### src/rtl/addsub_disp_pkg.sv
`default_nettype none
// ============================================================================
//  Module      : addsub_disp_pkg
//  Description : Shared types and constants for the adder/subtractor
//                seven-segment display stage (segment codes, anode
//                patterns, digit index and snapshot types).
//  Revision    : 1.0 - initial release
// ============================================================================
package addsub_disp_pkg;

   // Digit slot index; slot 0 is the rightmost digit.
   typedef logic [1:0] digit_idx_t;

   // What the segment decoder should draw for the current digit.
   typedef enum logic [1:0] {
      SEL_NUM   = 2'd0,
      SEL_MINUS = 2'd1,
      SEL_BLANK = 2'd2
   } seg_sel_t;

   // Coherent copy of the adder/subtractor inputs, taken once per frame.
   typedef struct packed {
      logic [1:0] a;
      logic [1:0] b;
      logic       m;
      logic [1:0] s;
      logic       cout;
   } snapshot_t;

   // Segment codes {g,f,e,d,c,b,a}, active-low.
   localparam logic [6:0] SEG_0     = 7'b1000000;
   localparam logic [6:0] SEG_1     = 7'b1111001;
   localparam logic [6:0] SEG_2     = 7'b0100100;
   localparam logic [6:0] SEG_3     = 7'b0110000;
   localparam logic [6:0] SEG_4     = 7'b0011001;
   localparam logic [6:0] SEG_5     = 7'b0010010;
   localparam logic [6:0] SEG_6     = 7'b0000010;
   localparam logic [6:0] SEG_MINUS = 7'b0111111;
   localparam logic [6:0] SEG_BLANK = 7'b1111111;

   // Anode patterns, active-low; AN_D3 is the leftmost digit.
   localparam logic [3:0] AN_OFF = 4'b1111;
   localparam logic [3:0] AN_D0  = 4'b1110;
   localparam logic [3:0] AN_D1  = 4'b1101;
   localparam logic [3:0] AN_D2  = 4'b1011;
   localparam logic [3:0] AN_D3  = 4'b0111;

   // Role of each digit slot.
   localparam digit_idx_t IDX_VALUE = 2'd0;
   localparam digit_idx_t IDX_SIGN  = 2'd1;
   localparam digit_idx_t IDX_B     = 2'd2;
   localparam digit_idx_t IDX_A     = 2'd3;

   // Anode pattern that enables the given digit slot.
   function automatic logic [3:0] an_pattern(input digit_idx_t idx);
      logic [3:0] pat;
      case (idx)
         IDX_VALUE: pat = AN_D0;
         IDX_SIGN:  pat = AN_D1;
         IDX_B:     pat = AN_D2;
         default:   pat = AN_D3;
      endcase
      return pat;
   endfunction

endpackage
`default_nettype wire

### src/rtl/seg7_decode.sv
`default_nettype none
// ============================================================================
//  Module      : seg7_decode
//  Description : Combinational seven-segment decoder. Draws digits 0..6,
//                a minus sign or a blank; unsupported values draw blank.
//  Revision    : 1.0 - initial release
// ============================================================================
module seg7_decode
   import addsub_disp_pkg::*;
(
   input  logic [2:0] value,
   input  seg_sel_t   sel,
   output logic [6:0] seg
);

   // Map the selected symbol to its active-low segment pattern.
   always_comb begin
      seg = SEG_BLANK;
      case (sel)
         SEL_MINUS: seg = SEG_MINUS;
         SEL_NUM: begin
            case (value)
               3'd0:    seg = SEG_0;
               3'd1:    seg = SEG_1;
               3'd2:    seg = SEG_2;
               3'd3:    seg = SEG_3;
               3'd4:    seg = SEG_4;
               3'd5:    seg = SEG_5;
               3'd6:    seg = SEG_6;
               default: seg = SEG_BLANK;
            endcase
         end
         default: seg = SEG_BLANK;
      endcase
   end

endmodule
`default_nettype wire

### src/rtl/addsub_display.sv
`default_nettype none
// ============================================================================
//  Module      : addsub_display
//  Description : Four-digit multiplexed display of a 2-bit adder/subtractor.
//                Shows [a][b][sign][value] from a snapshot taken once per
//                scan frame, so a frame never mixes old and new inputs.
//  Revision    : 1.0 - initial release
// ============================================================================
module addsub_display
   import addsub_disp_pkg::*;
#(
   parameter int unsigned REFRESH_DIV = 100_000
)
(
   input  logic       clk,
   input  logic       reset,
   input  logic [1:0] a,
   input  logic [1:0] b,
   input  logic       m,
   input  logic [1:0] s,
   input  logic       cout,
   output logic [6:0] seg,
   output logic       dp,
   output logic [3:0] an
);

   // A single-cycle slot still needs a 1-bit counter to stay well formed.
   localparam int unsigned      CNT_W     = (REFRESH_DIV > 1) ? $clog2(REFRESH_DIV) : 1;
   localparam logic [CNT_W-1:0] c_cnt_max = CNT_W'(REFRESH_DIV - 1);

   logic [CNT_W-1:0] r_cnt;
   logic             w_tick;
   digit_idx_t       r_idx;
   snapshot_t        r_snap;
   snapshot_t        w_snap_in;
   logic [1:0]       w_neg_mag;
   logic [2:0]       w_mag;
   logic             w_neg;
   logic [2:0]       w_digit;
   seg_sel_t         w_sel;
   logic [6:0]       w_seg;
   logic [3:0]       r_an;
   logic [6:0]       r_seg;

   assign w_tick    = (r_cnt == c_cnt_max);
   assign w_snap_in = '{a: a, b: b, m: m, s: s, cout: cout};

   // Refresh counter: one full count per digit slot.
   always_ff @(posedge clk) begin
      if (reset) begin
         r_cnt <= '0;
      end else if (w_tick) begin
         r_cnt <= '0;
      end else begin
         r_cnt <= r_cnt + CNT_W'(1);
      end
   end

   // Digit index advances once per slot and wraps naturally after slot 3.
   always_ff @(posedge clk) begin
      if (reset) begin
         r_idx <= IDX_VALUE;
      end else if (w_tick) begin
         r_idx <= r_idx + 2'd1;
      end
   end

   // Snapshot is taken as the last slot ends, so the new frame starts coherent.
   always_ff @(posedge clk) begin
      if (reset) begin
         r_snap <= '0;
      end else if (w_tick && (r_idx == IDX_A)) begin
         r_snap <= w_snap_in;
      end
   end

   // Two's-complement negation of the difference when a borrow occurred.
   assign w_neg_mag = 2'(~r_snap.s + 2'd1);

   // Sign/magnitude decode: add is unsigned {cout,s}; subtract with borrow is negative.
   always_comb begin
      w_neg = 1'b0;
      w_mag = {r_snap.cout, r_snap.s};
      if (r_snap.m) begin
         if (r_snap.cout) begin
            w_neg = 1'b1;
            w_mag = {1'b0, w_neg_mag};
         end else begin
            w_mag = {1'b0, r_snap.s};
         end
      end
   end

   // Pick what the active digit slot should show.
   always_comb begin
      w_digit = 3'd0;
      w_sel   = SEL_NUM;
      case (r_idx)
         IDX_VALUE: w_digit = w_mag;
         IDX_SIGN:  w_sel   = w_neg ? SEL_MINUS : SEL_BLANK;
         IDX_B:     w_digit = {1'b0, r_snap.b};
         default:   w_digit = {1'b0, r_snap.a};
      endcase
   end

   seg7_decode u_seg7_decode (
      .value (w_digit),
      .sel   (w_sel),
      .seg   (w_seg)
   );

   // Output registers keep anodes and segments switching on the same edge.
   always_ff @(posedge clk) begin
      if (reset) begin
         r_an  <= AN_OFF;
         r_seg <= SEG_BLANK;
      end else begin
         r_an  <= an_pattern(r_idx);
         r_seg <= w_seg;
      end
   end

   assign an  = r_an;
   assign seg = r_seg;
   assign dp  = 1'b1;

endmodule
`default_nettype wire
### config.mk
export PLATFORM = sky130hd
export DESIGN_NAME = addsub_display
export DESIGN_NICKNAME = d
export VERILOG_FILES = /design/src/rtl/addsub_disp_pkg.sv /design/src/rtl/seg7_decode.sv /design/src/rtl/addsub_display.sv
export SDC_FILE = /design/constraint.sdc
export NUM_CORES = 1
export LEC_CHECK = 0
export BUFFER_PORTS_ARGS = -buffer_cell sky130_fd_sc_hd__buf_2
export CORE_MARGIN = 1
export CORE_UTILIZATION = 25
export CTS_CLUSTER_SIZE = 30
export DETAILED_ROUTE_END_ITERATION = 8
export HOLD_SLACK_MARGIN = 0.1
export PLACE_DENSITY = 0.51
export SYNTH_ARGS = -nofsm -noshare
export SYNTH_HDL_FRONTEND = slang
export SYNTH_SLANG_ARGS = --single-unit
export TNS_END_PERCENT = 50
### constraint.sdc
create_clock -name clk -period 4.8 [get_ports clk]
set_input_delay 0.24 -clock clk [delete_from_list [all_inputs] [get_ports clk]]
set_output_delay 0.24 -clock clk [all_outputs]
set_load 0.03 [all_outputs]
==> flow_summary.toml <==
[outcome]
run_status = "complete, but fails checks"
violations = "DRC"

[yosys]
synth_edf_count = 0
ys.warnings.count = 0
synthCells = 190
synth_seq_area_share_pct = 43.18
synth_area_um2 = 1715
netlist_top_cells_area = "dfxtp_1, ha_1, nand3_1, o21ai_0, a21oi_1"
yosysTopAreaCellShare_pct = 43.18
synthesis.nets = 207
syn_avg_cell_area_um2 = 9.028
synthArstFlopShare_pct = 0
yosys.area.top_type = "dfxtp_1"
ys_ff_latch = 37
ys_types = 41
ys.flop_type = "dfxtp_1"

[clock_tree]
clk_path_buf_depth = 2
cts_inserted_buffers = 5
cts-hold-fix-buffers = 0
root_buffer = "clkbuf_8"
cts.sinks = 37
clock_latency_ns = 0.29
htree_levels = 2
clk_pin_slew_ns = 0.07
post_cts_resize_count = 0
postCtsSetupRepairBufs = 0
cts_tree = "built"

[setup_path]
path_class = "reg2reg"
startpoint_type = "flip-flop"
end_kind = "flip-flop"
cp_max_fo = 15
arrival_ns = 2.30
r2r_setup_slack_ns = 2.69
cp.required_ns = 4.99

[sta]
rsz0062_at_grt = "no"
setup_viol = 0
clock.fmax_ghz = 0.4748
setup_tns_ns = 0
fin_skew_ns = 0.005852
relSlewSlack_pct = 60.40
slew_violations = 0
min_period_ns = 2.106
finalCritPeriodShare_pct = 43.88
fin_ws_ns = 2.694
worst_pin_slew_ns = 0.5878
whs_ns = 0.1925
hold_violations = 0

[detailed_routing]
ant_nets = 0
num_vias = 1339
wl_per_cell_um = 11.16
totalWireLength_mm = 3.203
first_iter_violations = 42
viasPerCell = 4.666
drc = 2
first_pass_iters = 9

[floorplanning]
core_area_um2 = 6495
row_count = 29
die_y_um = 84.84
die-area_um2 = 7197
initial_core_util_pct = 26.41
die_w_um = 84.84
io_pins = 22

[finish]
fin_util_pct = 30.80
layout-drive-gt1-share_pct = 17.14
finalNetCount = 226
mostFrequentLayoutCell = "dfxtp_1"
design_area_um2 = 2001
area_delta_synth_final_pct = 16.63
final_cells = 287
final_cell_mix = "dfxtp_1, buf_2, nor2_1, nand3_1"
antennaDiodeCount = 0

[pwr]
comb_power_share_pct = 3.9
switching_share_pct = 20.26
internal_power_mw = 0.5268
p_seq_share_pct = 47.6
vdd_drop_max_mv = 0.1715
finalPower_mw = 0.6606
clkPwrFrac_pct = 48.4
p_sw_mw = 0.1338
powerDensity_nw_per_um2 = 330.2
leakage_nw = 0.7157

[placement]
dp_hpwl_mm = 2.255
port-buffer-count = 20
placedInstanceArea_um2 = 1867
gp_congestion = 0.7273
dp_cells = 279
dp_slack_ns = 2.681

[global_routing]
grt_max_degree = 23
grt_pass1_wl_mm = 5.451
grt_use_total_pct = 9.795
antenna_found_initial = 0
grt_pass1_vias = 1193
grt_remaining_overflow = 0

[job]
drv_cap = 0

[min_path]
worstHoldPathType = "in2reg"
## final timing paths
path                     startpoint                endpoint  depth (start not counted)
max             r_cnt[0]$_SDFF_PP0_    r_cnt[16]$_SDFF_PP0_                          5
min                            b[1]  r_snap[5]$_SDFFE_PP0P_                          3
max reg2reg     r_cnt[0]$_SDFF_PP0_    r_cnt[16]$_SDFF_PP0_                          5
min reg2reg  r_snap[4]$_SDFFE_PP0P_  r_snap[4]$_SDFFE_PP0P_                          2
## Yosys cell counts (all sizes together) (2+ instances only)
cell	count
xnor2	7
and4	4
nand2	14
a21oi	13
xor2	5
nand3	16
o21ai	15
nor4	2
dfxtp	37
o211ai	2
nor2	17
buf	4
clkbuf	4
inv	5
and3	2
ha	7
nand4	4
or3	2
nor3	6
nand2b	5
nor4b	2
a22oi	2
## final cells by class
| type | count | area, um2 |
|---|---|---|
| clock buffer | 5 | 68.82 |
| clock inverter | 3 | 65.06 |
| fill | 668 | 4494 |
| inverter | 5 | 18.77 |
| multi-input combinational | 140 | 910.9 |
| sequential | 37 | 740.7 |
| tap | 77 | 96.34 |
| timing repair buffer | 20 | 100.1 |
## kinds of logic after synthesis
| family | share of synthesized area [%] |
|---|---|
| simple gates | 27.28 |
| compound gates | 13.06 |
| flops | 43.18 |
| buf+inv | 3.720 |
| xor+xnor | 6.127 |
| fa+ha+maj | 5.106 |
| other cells | 0.2186 |
| mux | 1.313 |
## flip-flops by register name (all words and copies together), names as in the netlist
| signal | count |
|---|---|
| seg | 6 |
| an | 4 |
| r_snap | 8 |
| r_idx | 2 |
| r_cnt | 17 |
## layer usage
| layer | track usage (%) | share of wire, % | routed length (um) | up-vias |
|---|---|---|---|---|
| met4 | 4.160 | 1.8 | 57 | 0 |
| li1 | - | - | - | 711 |
| met2 | 15.15 | 44 | 1411 | 25 |
| met3 | 4.280 | 5.2 | 166 | 7 |
| met5 | 0 | 0 | 0 | - |
| met1 | 11.88 | 49 | 1566 | 596 |
## power groups by stage
stage | logic, mW | clock network, mW | registers [mW]
6_report | 0.0260 | 0.320 | 0.315
5_1_grt | 0.0285 | 0.346 | 0.315
3_5_place_dp | 0.0261 | 0 | 0.322
3_3_place_gp | 0.0259 | 0 | 0.322
4_1_cts | 0.0262 | 0.329 | 0.315
2_1_floorplan | 0.0132 | 0 | 0.327
## critical path: stages, from the launching register on
cell	delay, ns
dfxtp_1	0.39
ha_1	0.24
and4_1	0.25
nand4_1	0.33
nand2b_1	0.56
o21ba_2	0.23
No activity file was read; power rests on OpenSTA's default activity.
